[config.mk]
export PLATFORM = sky130hd
export DESIGN_NAME = signed_mult_pipe
export DESIGN_NICKNAME = d
export VERILOG_FILES = /design/src/rtl/signed_mult_pipe.sv
export SDC_FILE = /design/constraint.sdc
export NUM_CORES = 1
export LEC_CHECK = 0
export ABC_AREA = 0
export CAP_MARGIN = 20
export CORE_ASPECT_RATIO = 0.9
export CORE_MARGIN = 2
export CORE_UTILIZATION = 35
export CTS_CLUSTER_DIAMETER = 100
export CTS_CLUSTER_SIZE = 20
export DETAILED_ROUTE_END_ITERATION = 12
export SETUP_SLACK_MARGIN = 0.05
export SLEW_MARGIN = 20
export SYNTH_ARGS = -nofsm -noshare
export SYNTH_HDL_FRONTEND = slang
export SYNTH_SLANG_ARGS = --single-unit
export TNS_END_PERCENT = 1
[constraint.sdc]
create_clock -name CLK -period 5.7 [get_ports CLK]
set_clock_uncertainty 0.15 [all_clocks]
set_input_delay 1.14 -clock CLK [delete_from_list [all_inputs] [get_ports CLK]]
set_output_delay 1.14 -clock CLK [all_outputs]
set_load 0.01 [all_outputs]
[src/rtl/signed_mult_pipe.sv]
// rtl/signed_mult_pipe.sv - pipelined signed multiplier with valid/ready handshake and pass-through tag
// Define SIGNED_MULT_ROUND_EN to round the rescaled magnitude half away from zero instead of truncating.
module signed_mult_pipe #(
    parameter int W         = 16,
    parameter int FRAC_BITS = 0,
    parameter int LATENCY   = 4,
    parameter int TAG_W     = 4
) (
    input  logic               CLK,
    input  logic               RST_N,
    input  logic               in_valid,
    output logic               in_ready,
    input  logic [W-1:0]       in_a,
    input  logic [W-1:0]       in_b,
    input  logic [TAG_W-1:0]   in_tag,
    output logic               out_valid,
    input  logic               out_ready,
    output logic [2*W-1:0]     out_p,
    output logic [TAG_W-1:0]   out_tag,
    output logic               busy
);

    localparam int NP = LATENCY - 2;
    localparam int PW = 2 * W;
`ifdef SIGNED_MULT_ROUND_EN
    localparam int RND_SH = (FRAC_BITS > 0) ? FRAC_BITS - 1 : 0;
    localparam logic [PW-1:0] RND_INC = (FRAC_BITS > 0) ? (PW'(1) << RND_SH) : '0;
`else
    localparam logic [PW-1:0] RND_INC = '0;
`endif

    logic             adv;
    logic [W-1:0]     mag_a_d, mag_b_d;
    logic [W-1:0]     mag_a_q, mag_b_q;
    logic             sign_q;
    logic [TAG_W-1:0] tag_q;
    logic             s1_valid_q;

    logic [PW-1:0]    prod_q       [NP];
    logic             prod_sign_q  [NP];
    logic [TAG_W-1:0] prod_tag_q   [NP];
    logic             prod_valid_q [NP];

    logic [PW-1:0]    prod_d, mag_rnd, mag_shr, out_p_d;
    logic             out_valid_q;
    logic [PW-1:0]    out_p_q;
    logic [TAG_W-1:0] out_tag_q;

    assign adv       = !out_valid_q || out_ready;
    assign in_ready  = adv;
    assign out_valid = out_valid_q;
    assign out_p     = out_p_q;
    assign out_tag   = out_tag_q;

    // Magnitudes are W-bit unsigned, so |-2^(W-1)| = 2^(W-1) is represented exactly.
    always_comb begin
        mag_a_d = in_a[W-1] ? (~in_a + 1'b1) : in_a;
        mag_b_d = in_b[W-1] ? (~in_b + 1'b1) : in_b;
        prod_d  = {{W{1'b0}}, mag_a_q} * {{W{1'b0}}, mag_b_q};
        mag_rnd = prod_q[NP-1] + RND_INC;
        mag_shr = mag_rnd >> FRAC_BITS;
        out_p_d = prod_sign_q[NP-1] ? (~mag_shr + 1'b1) : mag_shr;
    end

    always_comb begin
        busy = s1_valid_q | out_valid_q;
        for (int k = 0; k < NP; k++) begin
            busy = busy | prod_valid_q[k];
        end
    end

    // The product is formed once and then carried through the remaining stages so retiming can spread it.
    always_ff @(posedge CLK or negedge RST_N) begin
        if (!RST_N) begin
            mag_a_q     <= '0;
            mag_b_q     <= '0;
            sign_q      <= 1'b0;
            tag_q       <= '0;
            s1_valid_q  <= 1'b0;
            for (int k = 0; k < NP; k++) begin
                prod_q[k]       <= '0;
                prod_sign_q[k]  <= 1'b0;
                prod_tag_q[k]   <= '0;
                prod_valid_q[k] <= 1'b0;
            end
            out_valid_q <= 1'b0;
            out_p_q     <= '0;
            out_tag_q   <= '0;
        end else if (adv) begin
            mag_a_q         <= mag_a_d;
            mag_b_q         <= mag_b_d;
            sign_q          <= in_a[W-1] ^ in_b[W-1];
            tag_q           <= in_tag;
            s1_valid_q      <= in_valid;
            prod_q[0]       <= prod_d;
            prod_sign_q[0]  <= sign_q;
            prod_tag_q[0]   <= tag_q;
            prod_valid_q[0] <= s1_valid_q;
            for (int k = 1; k < NP; k++) begin
                prod_q[k]       <= prod_q[k-1];
                prod_sign_q[k]  <= prod_sign_q[k-1];
                prod_tag_q[k]   <= prod_tag_q[k-1];
                prod_valid_q[k] <= prod_valid_q[k-1];
            end
            out_valid_q <= prod_valid_q[NP-1];
            if (prod_valid_q[NP-1]) begin
                out_p_q   <= out_p_d;
                out_tag_q <= prod_tag_q[NP-1];
            end
        end
    end

endmodule

Yosys cells after proc, flatten, opt, wreduce, memory -nomap -nowiden
Index checks and enable logic that the tools add are counted.

Input port bits: 40. Flip-flop bits (word level): 151. Logic and storage cells: 33. Output and inout port bits: 39.

Reduce and logical (&&, ||, !) cells: 3. $mul: 1. Add/sub/neg operators: 3. Bitwise gates (word level): 7. Muxes and demuxes: 3.

Operators by type and width (count): $add 16x1->16 const B (2); $add 32x1->32 const B (1); $mul 16x16->32 (1); $mux 16 (2); $mux 32 (1); $not 16->16 (2); $not 32->32 (1); $or 1x1->1 (3); $reduce_and 2->1 (1); $logic_not 1->1 (1); $logic_or 1x1->1 (1); $xor 1x1->1 (1).

Depth between registers and ports, before layout
Gate-level depths: netlist of the first run.

Word-level depth: 3. Gate-level depth with buffers: 22. Mapped depth without buffers: 21.

Least setup slack after synthesis of the first run
Ideal clock, no wire load.

Path type: register -> register. Start: reg mag_a_q[13]. End: reg prod_q[53] in the netlist's numbering. Clock period less this slack: 5.900 ns. Path buffers: 2. Data arrival time: 5.625 ns. Cell stages (with the launch flop): 21. Data required time: 5.425 ns. Slack: -0.200 ns. Library setup time: 0.125 ns. Cells stage by stage: dfrtp_1 > clkbuf_1 > nand2_1 > fa_1 > fa_1 > inv_1 > fa_1 > fa_1 > fa_1 > inv_1 > fa_1 > inv_1 > ha_1 > clkbuf_1 > and4_1 > nand3_1 > a2bb2oi_1 > a211oi_1 > nor2_1 > xnor2_1 > mux2_2.

Longest elaborated chain between the ends: 1.

RTL lines: from (decl) (line 34) `logic [W-1:0] mag_a_q, mag_b_q;`; from (signal assigned) (line 90) `mag_a_q <= mag_a_d;`; $mul 16x16->32 (line 59) `prod_d = {{W{1'b0}}, mag_a_q} * {{W{1'b0}}, mag_b_q};`; to (signal, indexed assignment) (line 100) `prod_q[k] <= prod_q[k-1];`; to (decl) (line 39) `logic [PW-1:0] prod_q [NP];`.

Every way passes these cells. A chain may end at the register's enable or synchronous reset.

Worst setup path in the final report of the first run
Start: reg mag_a_q[12]. End: reg prod_q[62] in the netlist's numbering.

Same word-level chain as after synthesis.

==> metrics.csv, run 1 <==
stage;metric;value;unit
finish;area grow syn2layout;21.2;%
synthesis;Netlist Area Pre-Place;15200;sq um
min_path;WHS Endpoint;prod_tag_q[1];
timing;Max Clk Rate;0.174;GHz
die;# IOs;79;
global_route;gr ovfl total;0;
clock_tree;htree depth;4;
synthesis;Synth area leaders;fa_1 (26%), dfrtp_1 (25%), nand2_1 (10%);
global_route;vias in the first global route;12500;
timing;Final setup violation count;5;
synthesis;XOR/XNOR Fraction of Synth Area;4.44;%
synthesis;Compound-Gate Fraction of Synth Area;8.76;%
synthesis;combinational family with the most area after synthesis;adder cells;
synthesis;adder-cell area share of the yosys netlist;34.4;%
detailed_routing;Total Routed Length;37.5;mm
clock_tree;CTS root buffer;clkbuf_16;
global_route;GRT Resource Usage Total;17.5;%
finish;nets;2212;
critical_path;crit path kind;register to register;
detailed_routing;post-route ant nets;0;
timing;Tcrit/Tclk final;101;%
critical_path;FF-to-FF End;prod_q[62];
placed_design;IO buf count;78;
detailed_routing;via count;12000;
placed_design;gpl congestion;0.875;
synthesis;Async S/R FF share, synth;100;%
die;Die X;224;um
critical_path;CP required;5.86;ns
timing;Worst-Margin Slew;0.971;ns
global_route;largest net degree at the start of global routing;140;
critical_path;r2r setup slk;-0.04;ns
timing;Setup TNS;-0.135;ns
global_route;met2 Resource Use GR;28.5;%
placed_design;post-place setup slack;-0.325;ns
critical_path;worst reg2reg path depth;17;
min_path;hold depth;2;
critical_path;critical path peak fanout;9;
global_route;first-pass GRT wire length;63.3;mm
critical_path;R2R Path Start;mag_a_q[12];
detailed_routing;drt initial violations;630;
clock_tree;hold_buf cts;0;
synthesis;main flop type after synthesis;dfrtp_1;
global_route;gr busiest metal;met2;
die;initial core utilization;35.4;%
synthesis;Syn Nets;2052;
clock_tree;clk sinks;151;
die;Die Footprint;45100;sq um
clock_tree;CTS max path bufs;2;
synthesis;area share of and/or/nand/nor cells after synthesis;19.0;%
global_route;M1 GR Usage;24.1;%
finish;fraction of layout cells with a size suffix above 1;14.1;%
synthesis;Yosys cell types;56;
detailed_routing;First-pass DRT Iterations;5;
critical_path;CP endpoint kind;register;
global_route;met3 Usage GRT;3.37;%
die;Die H;202;um
clock_tree;TritonCTS clock tree;done;
finish;Antenna Diode Count;0;
synthesis;top-area cell type share of the netlist area;25.6;%
timing;RSZ-0062 raised after global routing;true;
detailed_routing;Avg WL per Cell;15.4;um
synthesis;Yosys Warn Count;0;
placed_design;post-DP HPWL;29.4;mm
synthesis;syn_area_per_cell;8.88;sq um
clock_tree;total CTS buffers;17;
timing;worst setup margin;-0.0365;ns
die;Core ar.;42900;sq um
run;Max Cap Viol;0;
global_route;initial antenna violation count;0;
timing;slew margin rel.;35.3;%
run_status;violated checks;setup timing;
min_path;HP Class;register to register;
timing;max-slew violations;0;
synthesis;Cells after Synth;1711;
timing;Hold Fails Final Rpt;0;
critical_path;CP Launch Type;register;
timing;min cycle time layout;5.74;ns
detailed_routing;Via density;4.90;
synthesis;EDFF count, synth;0;
die;row cnt;72;
synthesis;Yosys reg bits;151;
min_path;hold_sp;prod_tag_q[1];
clock_tree;clock slew at reported path FFs;0.07;ns
run_status;status;complete, but fails checks;
clock_tree;Clk Latency, worst-skew pair;0.45;ns
synthesis;register area share after synthesis;24.9;%
critical_path;Arr. time, crit path;5.90;ns
synthesis;area leader, netlist;fa_1;
detailed_routing;Residual DRC;0;
synthesis;mux cell area share after synthesis;0.774;%
==> cell usage in the layout, fill, tap and decap left out, types with 30 or more instances in the layout <==
cell type	count
nand2_1	411
buf_4	132
a21oi_1	30
fa_1	187
nor2_1	37
dfrtp_1	127
clkdlybuf4s50_1	77
o21ai_0	97
xor2_1	60
ha_1	100
and2_1	112
inv_1	237
==> routing by layer <==
layer	share of wire [%]	wire length (um)
met1	46	17400
met2	48	18000
met3	4.1	1550
met4	1.3	502
met5	0	0
==> layout make-up <==
type	count	area [sq um]
inverter	240	902
fill	4205	24500
clock buffer	18	439
tap	555	694
multi-input combinational	1244	10500
timing repair buffer	217	1870
sequential	151	3810
clock inverter	14	216
==> metrics by stage <==
| stage | area, sq um | hold slack [ns] | instances | utilization (%) |
|---|---|---|---|---|
| after floorplan | 15300 | 0.285 | 1711 | - |
| after global placement | 17400 | 0.303 | 2393 | 40.5 |
| after global routing | 18400 | 0.346 | 2439 | 42.9 |
| final | 18400 | 0.318 | 2439 | 42.9 |
| after CTS | 18400 | 0.324 | 2438 | 42.8 |
| after detailed placement | 17400 | 0.307 | 2393 | 40.5 |
==> kinds of logic (layout without fill, tap and decap cells) <==
group,after synthesis,count (layout)
AO/OA/AOI/OAI,222,222
XOR/XNOR,77,77
adder cells (fa/ha/maj),301,301
buffers and inverters,316,489
flip-flops,151,151
multiplexers,11,11
AND/OR/NAND/NOR,633,633
==> worst max path at each step <==
stage                            from    endpoint
final                     mag_a_q[12]  prod_q[62]
after global routing       mag_b_q[5]  prod_q[56]
after CTS                  mag_a_q[5]  prod_q[63]
after detailed placement   mag_b_q[5]  prod_q[57]
after global placement     mag_b_q[5]  prod_q[57]
after floorplan           mag_a_q[13]  prod_q[63]
==> what timing repair did <==
item	CTS	global route
resized for setup	69	16
endpoints found under the hold margin	0	0
buffers inserted	13	1
endpoints found under the setup margin	17	17
pin swaps	27	10
==> cells in the mapped netlist, drive strengths merged, types with 7 or more instances <==
| cell type | n |
|---|---|
| o41ai | 10 |
| fa | 194 |
| nand3 | 12 |
| a21o | 7 |
| o21ai | 107 |
| xor2 | 60 |
| and2 | 113 |
| dfrtp | 151 |
| ha | 107 |
| inv | 240 |
| nand2 | 413 |
| o31ai | 15 |
| clkbuf | 70 |
| or4 | 11 |
| or3 | 11 |
| a21oi | 42 |
| nor2 | 38 |
| xnor2 | 17 |
==> worst max-delay path: stages (launching register included) <==
cell and delay [ns]:
dfrtp_2 0.50, buf_4 0.21, and2_1 0.15, fa_1 0.47, fa_1 0.49, inv_1 0.05
fa_1 0.53, inv_1 0.06, fa_1 0.50, fa_1 0.49, ha_1 0.31, ha_1 0.32
a21oi_2 0.18, o21ai_0 0.15, a221o_1 0.38, a211o_1 0.33, a211oi_2 0.24, a311oi_1 0.07
==> registers in the layout (all words and copies together) (netlist names), 2 cells and up <==
register,cells
out_tag,4
prod_sign_q,2
prod_q,64
prod_valid_q,2
mag_b_q,16
mag_a_q,16
out_p,32
tag_q,4
prod_tag_q,8
Power of run 1 is left out: the tool's default activity adds up to more than one toggle a clock period on the data nets, which glitch-free logic cannot reach.
==> run 2: changes to the inputs <==
- CTS_BUF_LIST: not set -> sky130_fd_sc_hd__clkbuf_4 sky130_fd_sc_hd__clkbuf_8
==> run 2 against run 1 <==
  * The flow still finishes with violations (setup timing)
  * Non-clock buffer count is 3 higher
  * Maximum frequency is 0.47% lower
  * Global-route usage decreased by 0.21 points
  * Largest cell class unchanged
  * Highest routed layer unchanged
==> metrics.csv, run 2 (synthesized netlist as in run 1, its figures left out) <==
stage;metric;value;unit
clock_tree;htree depth;4;
detailed_routing;via count;11900;
global_route;first-pass GRT wire length;62.8;mm
finish;fraction of layout cells with a size suffix above 1;14.5;%
critical_path;CP endpoint kind;register;
finish;register area;3810;sq um
run;Max Cap Viol;0;
min_path;HP Class;register to register;
critical_path;CP cell instances;buf_4 > buf_4 > nand2_1 > fa_1 > fa_1 > fa_1 > fa_1 > fa_1 > fa_1 > inv_1 > ha_1 > and4_4 > nand3_4 > a2bb2oi_4 > a211oi_2 > nor2_2 > xnor2_1 > mux2_2;
finish;commonest cells after routing, fill and taps aside;nand2_1 (410), inv_1 (235), fa_1 (186);
critical_path;Worst setup endpoint;prod_q[53];
timing;Tcrit/Tclk final;101;%
critical_path;CP Launch Type;register;
timing;slew margin rel.;35.2;%
timing;Hold Fails Final Rpt;0;
critical_path;critical path startpoint;mag_a_q[4];
die;Die H;202;um
die;Core ar.;42900;sq um
finish;area grow syn2layout;20.2;%
detailed_routing;First-pass DRT Iterations;5;
timing;worst setup margin;-0.0639;ns
clock_tree;total CTS buffers;17;
critical_path;FF-to-FF End;prod_q[53];
placed_design;post-DP HPWL;29.4;mm
die;row cnt;72;
critical_path;worst reg2reg path depth;18;
finish;Most flops, register;prod_q;
critical_path;Levels on crit path;18;
critical_path;crit path kind;register to register;
placed_design;placed cell count;2393;
die;# IOs;79;
clock_tree;TritonCTS clock tree;done;
clock_tree;clock slew at reported path FFs;0.11;ns
detailed_routing;Residual DRC;0;
global_route;vias in the first global route;12400;
timing;max-slew violations;0;
global_route;initial antenna violation count;0;
critical_path;r2r setup slk;-0.06;ns
detailed_routing;Total Routed Length;37.3;mm
finish;FILL cells;4216;
die;Die Footprint;45100;sq um
timing;min cycle time layout;5.76;ns
placed_design;IO buf count;78;
timing;Worst-Margin Slew;0.972;ns
timing;Final setup violation count;6;
clock_tree;CTS max path bufs;2;
placed_design;gpl congestion;0.875;
clock_tree;hold_buf cts;0;
die;Die X;224;um
finish;final core occ;42.6;%
finish;Layout Cells excl Fill;2442;
finish;most common cell after layout, fill and taps aside;nand2_1;
run_status;status;complete, but fails checks;
critical_path;slowest CP cell;fa_1;
die;initial core utilization;35.4;%
detailed_routing;Via density;4.87;
critical_path;Worst path most repeated cell;fa_1;
run_status;violated checks;setup timing;
finish;Largest register FFs;64;
critical_path;WP buf/inv;3;
finish;multi-input logic area;10500;sq um
min_path;hold_sp;prod_tag_q[1];
global_route;gr ovfl total;0;
clock_tree;clk sinks;151;
critical_path;CP max stage delay;0.57;ns
clock_tree;Clk Latency, worst-skew pair;0.50;ns
timing;hold_ws;0.326;ns
detailed_routing;Avg WL per Cell;15.3;um
timing;Max Clk Rate;0.173;GHz
critical_path;CP required;5.92;ns
critical_path;R2R Path Start;mag_a_q[4];
detailed_routing;post-route ant nets;0;
critical_path;Worst path top cell family by delay;adder cells;
critical_path;Arr. time, crit path;5.99;ns
global_route;largest net degree at the start of global routing;140;
detailed_routing;drt initial violations;701;
timing;RSZ-0062 raised after global routing;true;
finish;nets;2215;
clock_tree;CTS root buffer;clkbuf_8;
finish;Antenna Diode Count;0;
critical_path;critical path peak fanout;7;
global_route;GRT Resource Usage Total;17.2;%
[run 2: cell types whose count changed in the layout (fill, tap and decap cells not counted), sizes merged]
cell / previous run / this run
buf: 139 / 142
[run 2: how the worst min path moves through the flow]
stage	to	cells past startpoint	slack [ns]
6_report	prod_tag_q[1]	2	0.33
4_1_cts	prod_q[32]	2	0.33
3_3_place_gp	prod_q[32]	2	0.30
2_1_floorplan	prod_tag_q[0]	2	0.28
5_1_grt	prod_q[32]	2	0.35
3_5_place_dp	prod_q[32]	2	0.31
[run 2: worst register-to-register path: stages (launching register included)]
cell	delay, ns
dfrtp_2	0.52
buf_4	0.19
buf_4	0.14
nand2_1	0.07
fa_1	0.44
fa_1	0.57
fa_1	0.47
fa_1	0.52
fa_1	0.43
fa_1	0.49
inv_1	0.04
ha_1	0.30
and4_4	0.26
nand3_4	0.10
a2bb2oi_4	0.17
a211oi_2	0.33
nor2_2	0.08
xnor2_1	0.13
mux2_2	0.26
[run 2: timing repair]
item / in CTS / in global routing
pin swaps: 28 / 17
gates resized for setup: 64 / 30
endpoints found under the setup margin: 17 / 17
setup buffers: 13 / 4
[run 2: per-layer routing]
layer	up-vias	wire, um	GRT usage (%)
li1	5677	-	-
met1	5970	17400	23.9
met2	210	17900	28.2
met3	31	1520	3.15
met4	0	469	3.71
met5	-	0	0
[run 2: final cells by class]
type / count / area share, %
timing repair buffer: 220 / 10.5
multi-input combinational: 1244 / 57.4
inverter: 240 / 4.94
sequential: 151 / 20.9
tap: 555 / 3.80
clock inverter: 14 / 1.19
clock buffer: 18 / 1.36
[run 2: per-stage QoR]
stage	setup slack, ns	area [sq um]	setup TNS, ns
floorplan	0.0453	15300	0
finish	-0.0639	18300	-0.287
CTS	-0.0653	18100	-0.278
global route	-0.261	18300	-2.95
detailed placement	-0.325	17400	-2.67
global placement	-0.209	17400	-2.01
Power of run 2 is left out for the same reason.
==> run 3: changes to the inputs <==
- DONT_BUFFER_PORTS: not set -> 1
==> run 3 against run 2 <==
  * Critical path type unchanged
  * Routed wire length decreased by 2.4%
  * Maximum frequency is 0.23% higher
  * First-iteration DRC count shrank 3.4%
  * The flow still finishes with violations (setup timing)
  * Via count shrank 2.0%
  * Utilization decreased by 2.2 points
  * Flip-flop and latch count is the same
  * Global-route usage decreased by 0.50 points
  * Final area decreased by 5.1%
  * Sequential share of layout area grew 1.1 points
  * Clock-buffer cell count unchanged
  * Register-to-register slack barely moved
==> metrics.csv, run 3 (synthesized netlist as in run 1, its figures left out) <==
stage;metric;value;unit
timing;Worst-Margin Slew;0.957;ns
finish;nets;2124;
finish;Antenna Diode Count;0;
global_route;initial antenna violation count;1;
timing;Max Clk Rate;0.174;GHz
die;row cnt;72;
clock_tree;total CTS buffers;17;
critical_path;Worst path top cell family by delay;adder cells;
critical_path;R2R Path Start;mag_a_q[9];
die;Die Footprint;45100;sq um
finish;Most flops, register;prod_q;
timing;Final setup violation count;4;
detailed_routing;Avg WL per Cell;15.5;um
finish;commonest cells after routing, fill and taps aside;nand2_1 (411), inv_1 (235), fa_1 (191);
detailed_routing;Total Routed Length;36.5;mm
global_route;largest net degree at the start of global routing;152;
detailed_routing;post-route ant nets;0;
global_route;vias in the first global route;12000;
timing;min cycle time layout;5.75;ns
placed_design;placed inst area;16500;sq um
critical_path;crit path kind;register to register;
die;initial core utilization;35.4;%
critical_path;r2r setup slk;-0.05;ns
critical_path;slowest CP cell;fa_1;
timing;slew margin rel.;36.2;%
die;# IOs;79;
min_path;HP Class;input port to async pin;
clock_tree;CTS root buffer;clkbuf_8;
clock_tree;CTS max path bufs;2;
placed_design;IO buf count;0;
die;Die X;224;um
placed_design;placed cell count;2307;
die;Core ar.;42900;sq um
detailed_routing;Residual DRC;0;
timing;Tcrit/Tclk final;101;%
placed_design;post-DP HPWL;29.0;mm
finish;area grow syn2layout;14.1;%
clock_tree;Clk Latency, worst-skew pair;0.48;ns
finish;final instance area;17300;sq um
clock_tree;htree depth;4;
critical_path;FF-to-FF End;prod_q[63];
placed_design;post-place setup slack;-0.354;ns
global_route;GRT Resource Usage Total;16.7;%
timing;Hold Fails Final Rpt;0;
critical_path;CP cell instances;buf_4 > and2_4 > fa_1 > inv_1 > fa_1 > inv_1 > fa_1 > fa_1 > fa_1 > inv_1 > fa_1 > inv_1 > ha_4 > and4_4 > nand3_4 > a2bb2oi_4 > a2111o_1 > a31oi_1 > xnor2_1 > o21ai_1;
critical_path;CP required;5.89;ns
clock_tree;clk sinks;151;
run_status;status;complete, but fails checks;
clock_tree;clock slew at reported path FFs;0.10;ns
finish;FILL cells;4306;
run_status;violated checks;setup timing;
detailed_routing;via count;11700;
critical_path;worst reg2reg path depth;20;
critical_path;CP endpoint kind;register;
finish;Largest register FFs;64;
clock_tree;TritonCTS clock tree;done;
finish;Layout Cells excl Fill;2351;
placed_design;gpl congestion;0.876;
critical_path;WP buf/inv;5;
critical_path;CP max stage delay;0.53;ns
finish;fraction of layout cells with a size suffix above 1;13.8;%
global_route;gr ovfl total;0;
run;Max Cap Viol;0;
detailed_routing;First-pass DRT Iterations;5;
timing;RSZ-0062 raised after global routing;true;
timing;max-slew violations;0;
global_route;first-pass GRT wire length;60.7;mm
critical_path;critical path peak fanout;5;
die;Die H;202;um
finish;most common cell after layout, fill and taps aside;nand2_1;
detailed_routing;Via density;4.96;
detailed_routing;drt initial violations;677;
critical_path;Worst path most repeated cell;fa_1;
timing;worst setup margin;-0.0507;ns
critical_path;CP Launch Type;register;
critical_path;Arr. time, crit path;5.94;ns
-- run 3: layout make-up --
cell class / count / area (sq um) / area share (%)
Clock buffer: 18 / 248 / 1.43
Clock inverter: 14 / 201 / 1.16
Inverter: 240 / 902 / 5.21
Multi-Input combinational cell: 1244 / 10500 / 60.4
Sequential cell: 151 / 3810 / 22.0
Tap cell: 555 / 694 / 4.01
Timing Repair Buffer: 129 / 1010 / 5.85
-- run 3: metrics by stage --
stage | setup TNS, ns | hold WS (ns) | util, %
after floorplan | 0 | 0.285 | -
after global placement | -2.93 | 0.304 | 38.5
after detailed placement | -3.62 | 0.306 | 38.5
after CTS | -0.177 | 0.146 | 40.1
after global routing | -3.10 | 0.130 | 40.4
final | -0.0883 | 0.194 | 40.4
-- run 3: worst max path at each step --
stage / start / endpoint / slack (ns) / depth (start not counted)
floorplan: mag_a_q[13] / prod_q[63] / 0.05 / 20
global placement: mag_b_q[4] / prod_q[57] / -0.28 / 19
detailed placement: mag_a_q[8] / prod_q[63] / -0.35 / 19
CTS: mag_b_q[4] / prod_q[63] / -0.08 / 23
global route: mag_a_q[9] / prod_q[63] / -0.24 / 20
finish: mag_a_q[9] / prod_q[63] / -0.05 / 20
-- run 3: what timing repair did --
action	CTS	global route
endpoints found under the setup margin	17	18
pin swaps	24	12
hold buffers	0	0
buffers inserted	6	6
gates resized for setup	60	15
-- run 3: layer usage --
metal	track usage, %	up-vias	share of wire [%]
li1	-	5495	-
met1	22.7	5858	45
met2	28.0	260	49
met3	3.36	39	5.6
met4	2.90	0	1.2
met5	0	-	0
Power of run 3 is left out for the same reason.
